==> config.mk <==
export PLATFORM = sky130hd
export DESIGN_NAME = sram_boot_loader_flat
export DESIGN_NICKNAME = d
export VERILOG_FILES = /design/src/rtl/sram_boot_loader_if.sv /design/src/rtl/sram_boot_loader.sv /design/src/flat_wrapper.sv
export SDC_FILE = /design/constraint.sdc
export NUM_CORES = 1
export LEC_CHECK = 0
export CAP_MARGIN = 40
export CORE_AREA = 2 2 71 90
export CTS_CLUSTER_SIZE = 40
export DETAILED_ROUTE_END_ITERATION = 16
export DIE_AREA = 0 0 73 92
export PLACE_DENSITY = 0.7
export SLEW_MARGIN = 0
export SYNTH_ARGS = -nofsm -noshare
export SYNTH_HDL_FRONTEND = slang
export SYNTH_SLANG_ARGS = --single-unit
==> constraint.sdc <==
create_clock -name clk -period 5.1 [get_ports clk]
set_input_delay 0.51 -clock clk [delete_from_list [all_inputs] [get_ports clk]]
set_output_delay 0.51 -clock clk [all_outputs]
set_load 0.005 [all_outputs]
==> src/rtl/sram_boot_loader_if.sv <==
// Word-stream handshake carrying the boot image into the loader.
interface sram_boot_loader_if #(
    parameter int unsigned N = 8
);
    logic [N-1:0] in_data;
    logic         in_valid;
    logic         in_ready;

    modport master (output in_data, output in_valid, input in_ready);
    modport slave  (input in_data, input in_valid, output in_ready);
endinterface

==> src/rtl/sram_boot_loader.sv <==
// Boot loader: receives length/data/checksum words, writes data to SRAM from
// address 0, then hands the SRAM port to the CPU and releases its reset.
module sram_boot_loader #(
    parameter int unsigned N              = 8,
    parameter int unsigned RF_addressBits = 3
) (
    input  logic                        clk,
    input  logic                        rst_n,
    sram_boot_loader_if.slave           stream,
    output logic                        cpu_rst_n,
    output logic                        load_done,
    output logic                        load_error,
    input  logic                        cpu_SRAM_readEnable,
    input  logic                        cpu_SRAM_writeEnable,
    input  logic [(2**RF_addressBits)-1:0] cpu_SRAM_address,
    input  logic [N-1:0]                cpu_SRAM_data_in,
    output logic                        SRAM_readEnable,
    output logic                        SRAM_writeEnable,
    output logic [(2**RF_addressBits)-1:0] SRAM_address,
    output logic [N-1:0]                SRAM_data_in
);
    localparam int unsigned A = 2 ** RF_addressBits;

    typedef enum logic [2:0] {LEN, DATA, CHECK, RUN, ERROR} state_t;

    state_t         state, stateNext;
    logic [N-1:0]   lenWord, lenNext;
    logic [N-1:0]   wordCount, countNext;
    logic [N-1:0]   runSum, sumNext;
    logic           wrEnReg, wrEnNext;
    logic [A-1:0]   addrReg, addrNext;
    logic [N-1:0]   dataReg, dataNext;
    logic           cpuRstReg, cpuRstNext;
    logic           doneReg, doneNext;
    logic           errReg, errNext;
    logic           accept;

    assign stream.in_ready = (state == LEN) || (state == DATA) || (state == CHECK);
    assign accept          = stream.in_valid && stream.in_ready;

    // State and loader registers
    always_ff @(posedge clk or negedge rst_n) begin
        if (!rst_n) begin
            state     <= LEN;
            lenWord   <= '0;
            wordCount <= '0;
            runSum    <= '0;
            wrEnReg   <= 1'b0;
            addrReg   <= '0;
            dataReg   <= '0;
            cpuRstReg <= 1'b0;
            doneReg   <= 1'b0;
            errReg    <= 1'b0;
        end else begin
            state     <= stateNext;
            lenWord   <= lenNext;
            wordCount <= countNext;
            runSum    <= sumNext;
            wrEnReg   <= wrEnNext;
            addrReg   <= addrNext;
            dataReg   <= dataNext;
            cpuRstReg <= cpuRstNext;
            doneReg   <= doneNext;
            errReg    <= errNext;
        end
    end

    // Next-state logic; SRAM write registers return to idle unless a word lands
    always_comb begin
        stateNext  = state;
        lenNext    = lenWord;
        countNext  = wordCount;
        sumNext    = runSum;
        wrEnNext   = 1'b0;
        addrNext   = '0;
        dataNext   = '0;
        cpuRstNext = cpuRstReg;
        doneNext   = doneReg;
        errNext    = errReg;
        unique case (state)
            LEN: if (accept) begin
                lenNext   = stream.in_data;
                countNext = '0;
                sumNext   = '0;
                stateNext = (stream.in_data == '0) ? CHECK : DATA;
            end
            DATA: if (accept) begin
                wrEnNext  = 1'b1;
                addrNext  = A'(wordCount);
                dataNext  = stream.in_data;
                sumNext   = runSum + stream.in_data;
                countNext = wordCount + N'(1);
                if ((wordCount + N'(1)) == lenWord) stateNext = CHECK;
            end
            CHECK: if (accept) begin
                if (stream.in_data == runSum) begin
                    stateNext  = RUN;
                    cpuRstNext = 1'b1;
                    doneNext   = 1'b1;
                end else begin
                    stateNext = ERROR;
                    errNext   = 1'b1;
                end
            end
            RUN, ERROR: ;
            default: stateNext = LEN;
        endcase
    end

    // The CPU owns the SRAM port combinationally once the image is accepted
    always_comb begin
        if (state == RUN) begin
            SRAM_readEnable  = cpu_SRAM_readEnable;
            SRAM_writeEnable = cpu_SRAM_writeEnable;
            SRAM_address     = cpu_SRAM_address;
            SRAM_data_in     = cpu_SRAM_data_in;
        end else begin
            SRAM_readEnable  = 1'b0;
            SRAM_writeEnable = wrEnReg;
            SRAM_address     = addrReg;
            SRAM_data_in     = dataReg;
        end
    end

    assign cpu_rst_n  = cpuRstReg;
    assign load_done  = doneReg;
    assign load_error = errReg;
endmodule

==> src/flat_wrapper.sv <==
// flat-port wrapper written by rule: the top's interface ports become plain ports
module sram_boot_loader_flat 
#(
    parameter int unsigned N              = 8,
    parameter int unsigned RF_addressBits = 3
)
  (clk, rst_n, cpu_rst_n, load_done, load_error, cpu_SRAM_readEnable, cpu_SRAM_writeEnable, cpu_SRAM_address, cpu_SRAM_data_in, SRAM_readEnable, SRAM_writeEnable, SRAM_address, SRAM_data_in, stream_in_data, stream_in_valid, stream_in_ready);
  sram_boot_loader_if #(.N(N)) stream_i ();
  input  logic clk;
  input  logic rst_n;
  output logic cpu_rst_n;
  output logic load_done;
  output logic load_error;
  input  logic cpu_SRAM_readEnable;
  input  logic cpu_SRAM_writeEnable;
  input  logic [(2**RF_addressBits)-1:0] cpu_SRAM_address;
  input  logic [N-1:0] cpu_SRAM_data_in;
  output logic SRAM_readEnable;
  output logic SRAM_writeEnable;
  output logic [(2**RF_addressBits)-1:0] SRAM_address;
  output logic [N-1:0] SRAM_data_in;
  input wire logic [$bits(stream_i.in_data)-1:0] stream_in_data;
  input wire logic [$bits(stream_i.in_valid)-1:0] stream_in_valid;
  output wire logic [$bits(stream_i.in_ready)-1:0] stream_in_ready;
  assign stream_i.in_data = stream_in_data;
  assign stream_i.in_valid = stream_in_valid;
  assign stream_in_ready = stream_i.in_ready;
  sram_boot_loader #(.N(N), .RF_addressBits(RF_addressBits)) u_core (.clk(clk), .rst_n(rst_n), .stream(stream_i), .cpu_rst_n(cpu_rst_n), .load_done(load_done), .load_error(load_error), .cpu_SRAM_readEnable(cpu_SRAM_readEnable), .cpu_SRAM_writeEnable(cpu_SRAM_writeEnable), .cpu_SRAM_address(cpu_SRAM_address), .cpu_SRAM_data_in(cpu_SRAM_data_in), .SRAM_readEnable(SRAM_readEnable), .SRAM_writeEnable(SRAM_writeEnable), .SRAM_address(SRAM_address), .SRAM_data_in(SRAM_data_in));
endmodule
# [Word level (Yosys, flattened, before mapping)]
# Index checks and enable logic that the tools add are counted.
[totals] ff_bits=46 latch_bits=0 mem_bits_rw=0 mem_bits_ro=0 memories=0
[op_classes] add_sub_neg=2 mul=0 n_div=0 n_lt_le_gt_ge=0 eq_ne=10 shift=0 n_mux=22 n_bitwise=2 n_reduce_logical=12
[ops] cell="8-bit two-way mux" n=9
[ops] cell="8-bit one-hot mux with 2 select lines" n=2
[ops] cell="8-bit equality test" n=2
[ops] cell="3-bit two-way mux" n=5
[ops] cell="3-bit one-hot mux with 4 select lines" n=1
[ops] cell="3-bit AND reduction" n=3
[ops] cell="8-bit by 1-bit adder with 8-bit output (second input constant)" n=1
[ops] cell="8-bit adder" n=1
[ops] cell="8-bit logical NOT" n=1
[ops] cell="3-bit by 2-bit equality test with 1-bit output (second input constant)" n=2
[ops] cell="2-bit by 1-bit != test with 1-bit output (second input constant)" n=3
[ops] cell="5-bit AND reduction" n=1
[ops] cell="1-bit two-way mux" n=4
[ops] cell="3-bit by 1-bit equality test with 1-bit output (second input constant)" n=1
[ops] cell="3-bit equality test (second input constant)" n=1
[ops] cell="3-bit logical NOT" n=1
[ops] cell="1-bit logical OR" n=2
[ops] cell="2-bit two-way mux" n=1
[ops] cell="2-bit != test (second input constant)" n=1
[ops] cell="1-bit inverter" n=2
[ops] cell="2-bit AND reduction" n=1
[ops] cell="2-bit nonzero test" n=1
[ops] cell="2-bit OR reduction" n=1
[ops] cell="1-bit logical AND" n=1

# [Depth between registers and ports, before layout]
[logic_depth] depth_word=6 mapped_depth=7

# [Least setup slack after synthesis]
# No wires, ideal clock.
[synth_path] kind="input to register" startpoint="in stream_in_data[1]" endpoint="reg u_core.runSum[7]" arrival_ns=1.884 required_time_ns=5.013 setup_slack_ns=3.129 path_stages=6 path_buffers=0 cell_sequence="ha_1 -> a21oi_1 -> o2111ai_1 -> and3_1 -> or4_1 -> o211ai_1"
[synth_between] elab_chain_cells=3
[synth_lines] element="start, declared" line_no="flat_wrapper.sv:22" rtl="input wire logic [$bits(stream_i.in_data)-1:0] stream_in_data;"
[synth_lines] element="8-bit adder" line_no="sram_boot_loader.sv:91" rtl="sumNext = runSum + stream.in_data;"
[synth_lines] element="8-bit two-way mux" line_no="sram_boot_loader.sv:87" rtl="DATA: if (accept) begin"
[synth_lines] element="8-bit one-hot mux with 2 select lines" line_no="sram_boot_loader.sv:80" rtl="unique case (state)"
[synth_lines] element="end signal, assigned" line_no="sram_boot_loader.sv:58" rtl="runSum <= sumNext;"
[synth_lines] element="end, declared" line_no="sram_boot_loader.sv:29" rtl="logic [N-1:0] runSum, sumNext;"
# Every way passes these cells. The select of a mux whose other input is x is not followed.
# A chain may end at the register's enable or synchronous reset.

# [Final worst setup path]
[layout_path] startpoint="reg u_core.state[1]" endpoint="out SRAM_data_in[0]"
[layout_between] elab_chain_cells=2
[layout_lines] element="start, declared" line_no="sram_boot_loader.sv:26" rtl="state_t state, stateNext;"
[layout_lines] element="start signal, assigned" line_no="sram_boot_loader.sv:55" rtl="state <= stateNext;"
[layout_lines] element="3-bit by 2-bit equality test with 1-bit output" line_no="sram_boot_loader.sv:112" rtl="if (state == RUN) begin"
[layout_lines] element="8-bit two-way mux" line_no="sram_boot_loader.sv:112"
[layout_lines] element="end, declared" line_no="flat_wrapper.sv:21" rtl="output logic [N-1:0] SRAM_data_in;"
# Every way passes these cells.

==> run summary <==
The number of global-route vias before repair was 1,930. The part of the total power dissipated in combinational logic is 52.1%. The run gives 5580 um as the total wire length. In this run the post-CTS setup repair buffer count came out at 0. Sorting the synthesized cells by how often they occur yields sky130_fd_sc_hd__dfrtp_1 (46), sky130_fd_sc_hd__nand2_1 (30), sky130_fd_sc_hd__mux2_2 (26). Summing the sequential cell areas from Yosys gives 44.8% of the chip area.

The worst-case IR drop observed on VDD is 0.000194 V. At the placement stage, the worst setup path has a slack of 2.14 ns. Setup violations remaining at the end of the flow were counted as 0. Net switching is 37.1% of the power. For this run, design rule violations remaining after detail routing come to 0.

The average instance in the mapped netlist occupies 10.4 um^2. The summed area of non-filler cells in the final layout is 3180 um^2, and the remaining antenna violation count after routing is 0. The worst hold path belongs to the class in2async.

The floorplan die area was 6720 um^2. Setup repair after global routing left no endpoint under its margin. CTS built an H-tree with a depth of 2. For the final routed database, the setup TNS stands at 0 ns.

Pin placement for this block handled 51 I/O pins. The max-slew headroom at the worst pin was 44.5%. Sequential cells burn 35.4% of the power. The count of buffers added on input and output ports is 50. The clock arrives with 0.00798 ns of skew. Data arrives at the worst endpoint at 2.49 ns.

The chip height is 92 um, and the clock transition at the register clock pins on the worst setup and hold paths after CTS is 0.08 ns. After floorplanning, the core was sized to cover 5970 um^2. From synthesis to final layout, the design area changed by 23.9%. From left edge to right edge, the die measures 73 um. The final layout net count was 332.

The internal portion of the total power is 1.10 mW. The synthesized design contains 0 enable-type register cells. The first detailed-routing pass ran for 4 iterations.

The transition at the pin with the smallest max-transition slack is 0.831 ns, and the number of buffers inserted during clock tree synthesis is 5. The analysis attributes to cell leakage a power of 1.46 nW. Routability-driven placement finished with a final weighted congestion of 0.873. Antenna cell count: 0. Entering global routing, the biggest net connects 38 pins. The proportion of synthesized flip-flops having asynchronous set or reset came out at 100%.

The most frequently used cell type in the post-synthesis netlist is sky130_fd_sc_hd__dfrtp_1. The post-route fraction of the period consumed by the critical path was 58.7%; the buffer levels on the longest clock path was 2. The floorplan has 32 rows. Sorting the synthesized cells by area gives the leading types as sky130_fd_sc_hd__dfrtp_1 (45%), sky130_fd_sc_hd__mux2_2 (11%), sky130_fd_sc_hd__nand2_1 (4.4%), sky130_fd_sc_hd__and3_1 (4.1%), sky130_fd_sc_hd__ha_1 (3.9%). The net count of the mapped netlist is 286.

The cell area that synthesis handed to floorplanning was 2570 um^2. The post-route worst hold slack is 0.195 ns. The most instantiated flip-flop cell in the synthesis netlist is sky130_fd_sc_hd__dfrtp_1. The HPWL after detailed placement is 4140 um.

The Yosys step of the flow raised 0 warnings. The worst endpoint required time was 4.59 ns; the post-synthesis cell type count was 36. The fraction of final layout cells sized beyond drive strength 1 came out at 14.3%. Startpoint type of the worst setup path: a flop. The starting DRC count in detailed routing is 110.

The tools report the root cell of the clock tree as sky130_fd_sc_hd__clkbuf_8. The count of maximum capacitance violations came out at 0. In this run the power spent charging and discharging nets is 0.646 mW.

Derived from the worst setup path, the maximum achievable clock frequency is 0.334 GHz. Dividing total power by cell area gives a power density of 548 nW/um^2. Of all nets on the critical path, the largest fanout is 18.

After technology mapping, the gate count stands at 248. The type of the worst setup path was reg2out. The wire length of the first global-routing pass came out at 9310 um. The tools report the initial core utilization as 43.0%.

The clock network accounts for 12.5% of the total power. The max-slew violation count is 0, and the area share of the largest cell type after synthesis is 44.8%. For this design, the sink count on the clock tree is 46. The detail-routed net length per standard cell is 15.5 um. The slack of the critical path was 2.10 ns; the total cell area at the placement stage was 3100 um^2. The insertion delay of the later-clocked pin in the worst-skew pair was 0.29 ns; the final global-route overflow total was 0. After layout, the minimum clock period comes to 3.00 ns. Via total after detailed routing: 2,030.

The run finished with clean final reports. Summed over all instances, the cell type with the most area after synthesis is sky130_fd_sc_hd__dfrtp_1. Type of destination of the critical path: an output pin. Post-CTS repair changed the size of 0 cells. TritonCTS built the clock tree. The tools report the number of antenna violations at the first check in global routing as 0. Across every metal layer, demand over resource in global routing totals 17.8%. The mean number of vias per cell is 5.62, and the number of buffers inserted for hold repair after clock tree synthesis is 0.

After layout, the design draws a total of 1.74 mW. The tools report the count of final hold-check violations as 0. The number of storage elements in the synthesis netlist came out at 46.
layout make-up:
type / count / area (um^2)
Clock buffer: 6 / 82.6
Fill cell: 529 / 2780
Inverter: 5 / 18.8
Multi-Input combinational cell: 183 / 1310
Sequential cell: 46 / 1150
Tap cell: 68 / 85.1
Timing Repair Buffer: 53 / 531
metal layers:
metal / global-route usage, % / wire length (um)
met5: 0 / 0
met4: 7.56 / 153
met3: 3.41 / 201
met2: 29.9 / 2830
met1: 21.9 / 2400
registers in the layout (all words and copies together) (netlist names):
signal / flops
u_core.addrReg: 8
u_core.cpu_rst_n: 1
u_core.dataReg: 8
u_core.lenWord: 8
u_core.load_error: 1
u_core.runSum: 8
u_core.state: 3
u_core.wordCount: 8
u_core.wrEnReg: 1
path summary, 6_finish.rpt:
check | start | to | slack, ns | depth (start not counted)
max reg2reg | u_core.state[1]$_DFFE_PN0P_ | u_core.lenWord[1]$_DFFE_PN0P_ | 2.58 | 4
max in group asynchronous | rst_n | u_core.wordCount[1]$_DFFE_PN0P_ | 4.39 | 2
min reg2reg | u_core.load_error$_DFFE_PN0P_ | u_core.load_error$_DFFE_PN0P_ | 0.46 | 1
min in group clk | u_core.load_error$_DFFE_PN0P_ | u_core.load_error$_DFFE_PN0P_ | 0.46 | 1
min | rst_n | u_core.state[1]$_DFFE_PN0P_ | 0.20 | 1
max | u_core.state[1]$_DFFE_PN0P_ | SRAM_data_in[0] | 2.10 | 3
metrics by stage:
step / util, % / instances
2_1_floorplan: - / 248
3_3_place_gp: 51.6 / 354
3_5_place_dp: 52.0 / 355
4_1_cts: 53.3 / 361
5_1_grt: 53.3 / 361
6_report: 53.3 / 361
power groups by stage:
stage	Sequential [mW]	Clock, mW	Combinational, mW
floorplan	0.568	0	0.668
CTS	0.617	0.225	0.922
global route	0.637	0.240	1.02
detailed placement	0.624	0	0.920
global placement	0.618	0	0.894
finish	0.618	0.218	0.908
logic make-up (layout without fill, tap and decap cells):
family	Yosys count	in the layout	share of synthesized area, %
simple gates	88	88	17.4
flops	46	46	44.8
compound gates	43	43	11.8
mux	27	27	11.8
buf+inv	19	64	4.00
xor+xnor	16	16	5.46
fa+ha+maj	9	9	4.68
cell usage in the layout, fill, tap and decap left out, types with 6 or more instances in the layout:
cell and instances:
sky130_fd_sc_hd__nand2_1 30, sky130_fd_sc_hd__xor2_1 6, sky130_fd_sc_hd__nor3_1 6, sky130_fd_sc_hd__dfrtp_1 46, sky130_fd_sc_hd__nand3_1 10, sky130_fd_sc_hd__nor2_1 11, sky130_fd_sc_hd__and3_1 17, sky130_fd_sc_hd__mux2_2 26
sky130_fd_sc_hd__clkdlybuf4s50_1 49, sky130_fd_sc_hd__xnor2_1 10, sky130_fd_sc_hd__clkbuf_8 6, sky130_fd_sc_hd__ha_1 8, sky130_fd_sc_hd__o21ai_0 10, sky130_fd_sc_hd__a21oi_1 7
critical path, stage by stage, from the launching register on:
cell and delay (ns):
sky130_fd_sc_hd__dfrtp_1 0.55, sky130_fd_sc_hd__nand3_1 0.67, sky130_fd_sc_hd__mux2_2 0.52, sky130_fd_sc_hd__clkdlybuf4s50_1 0.45
Note: power is estimated with default switching activity, not from simulation.
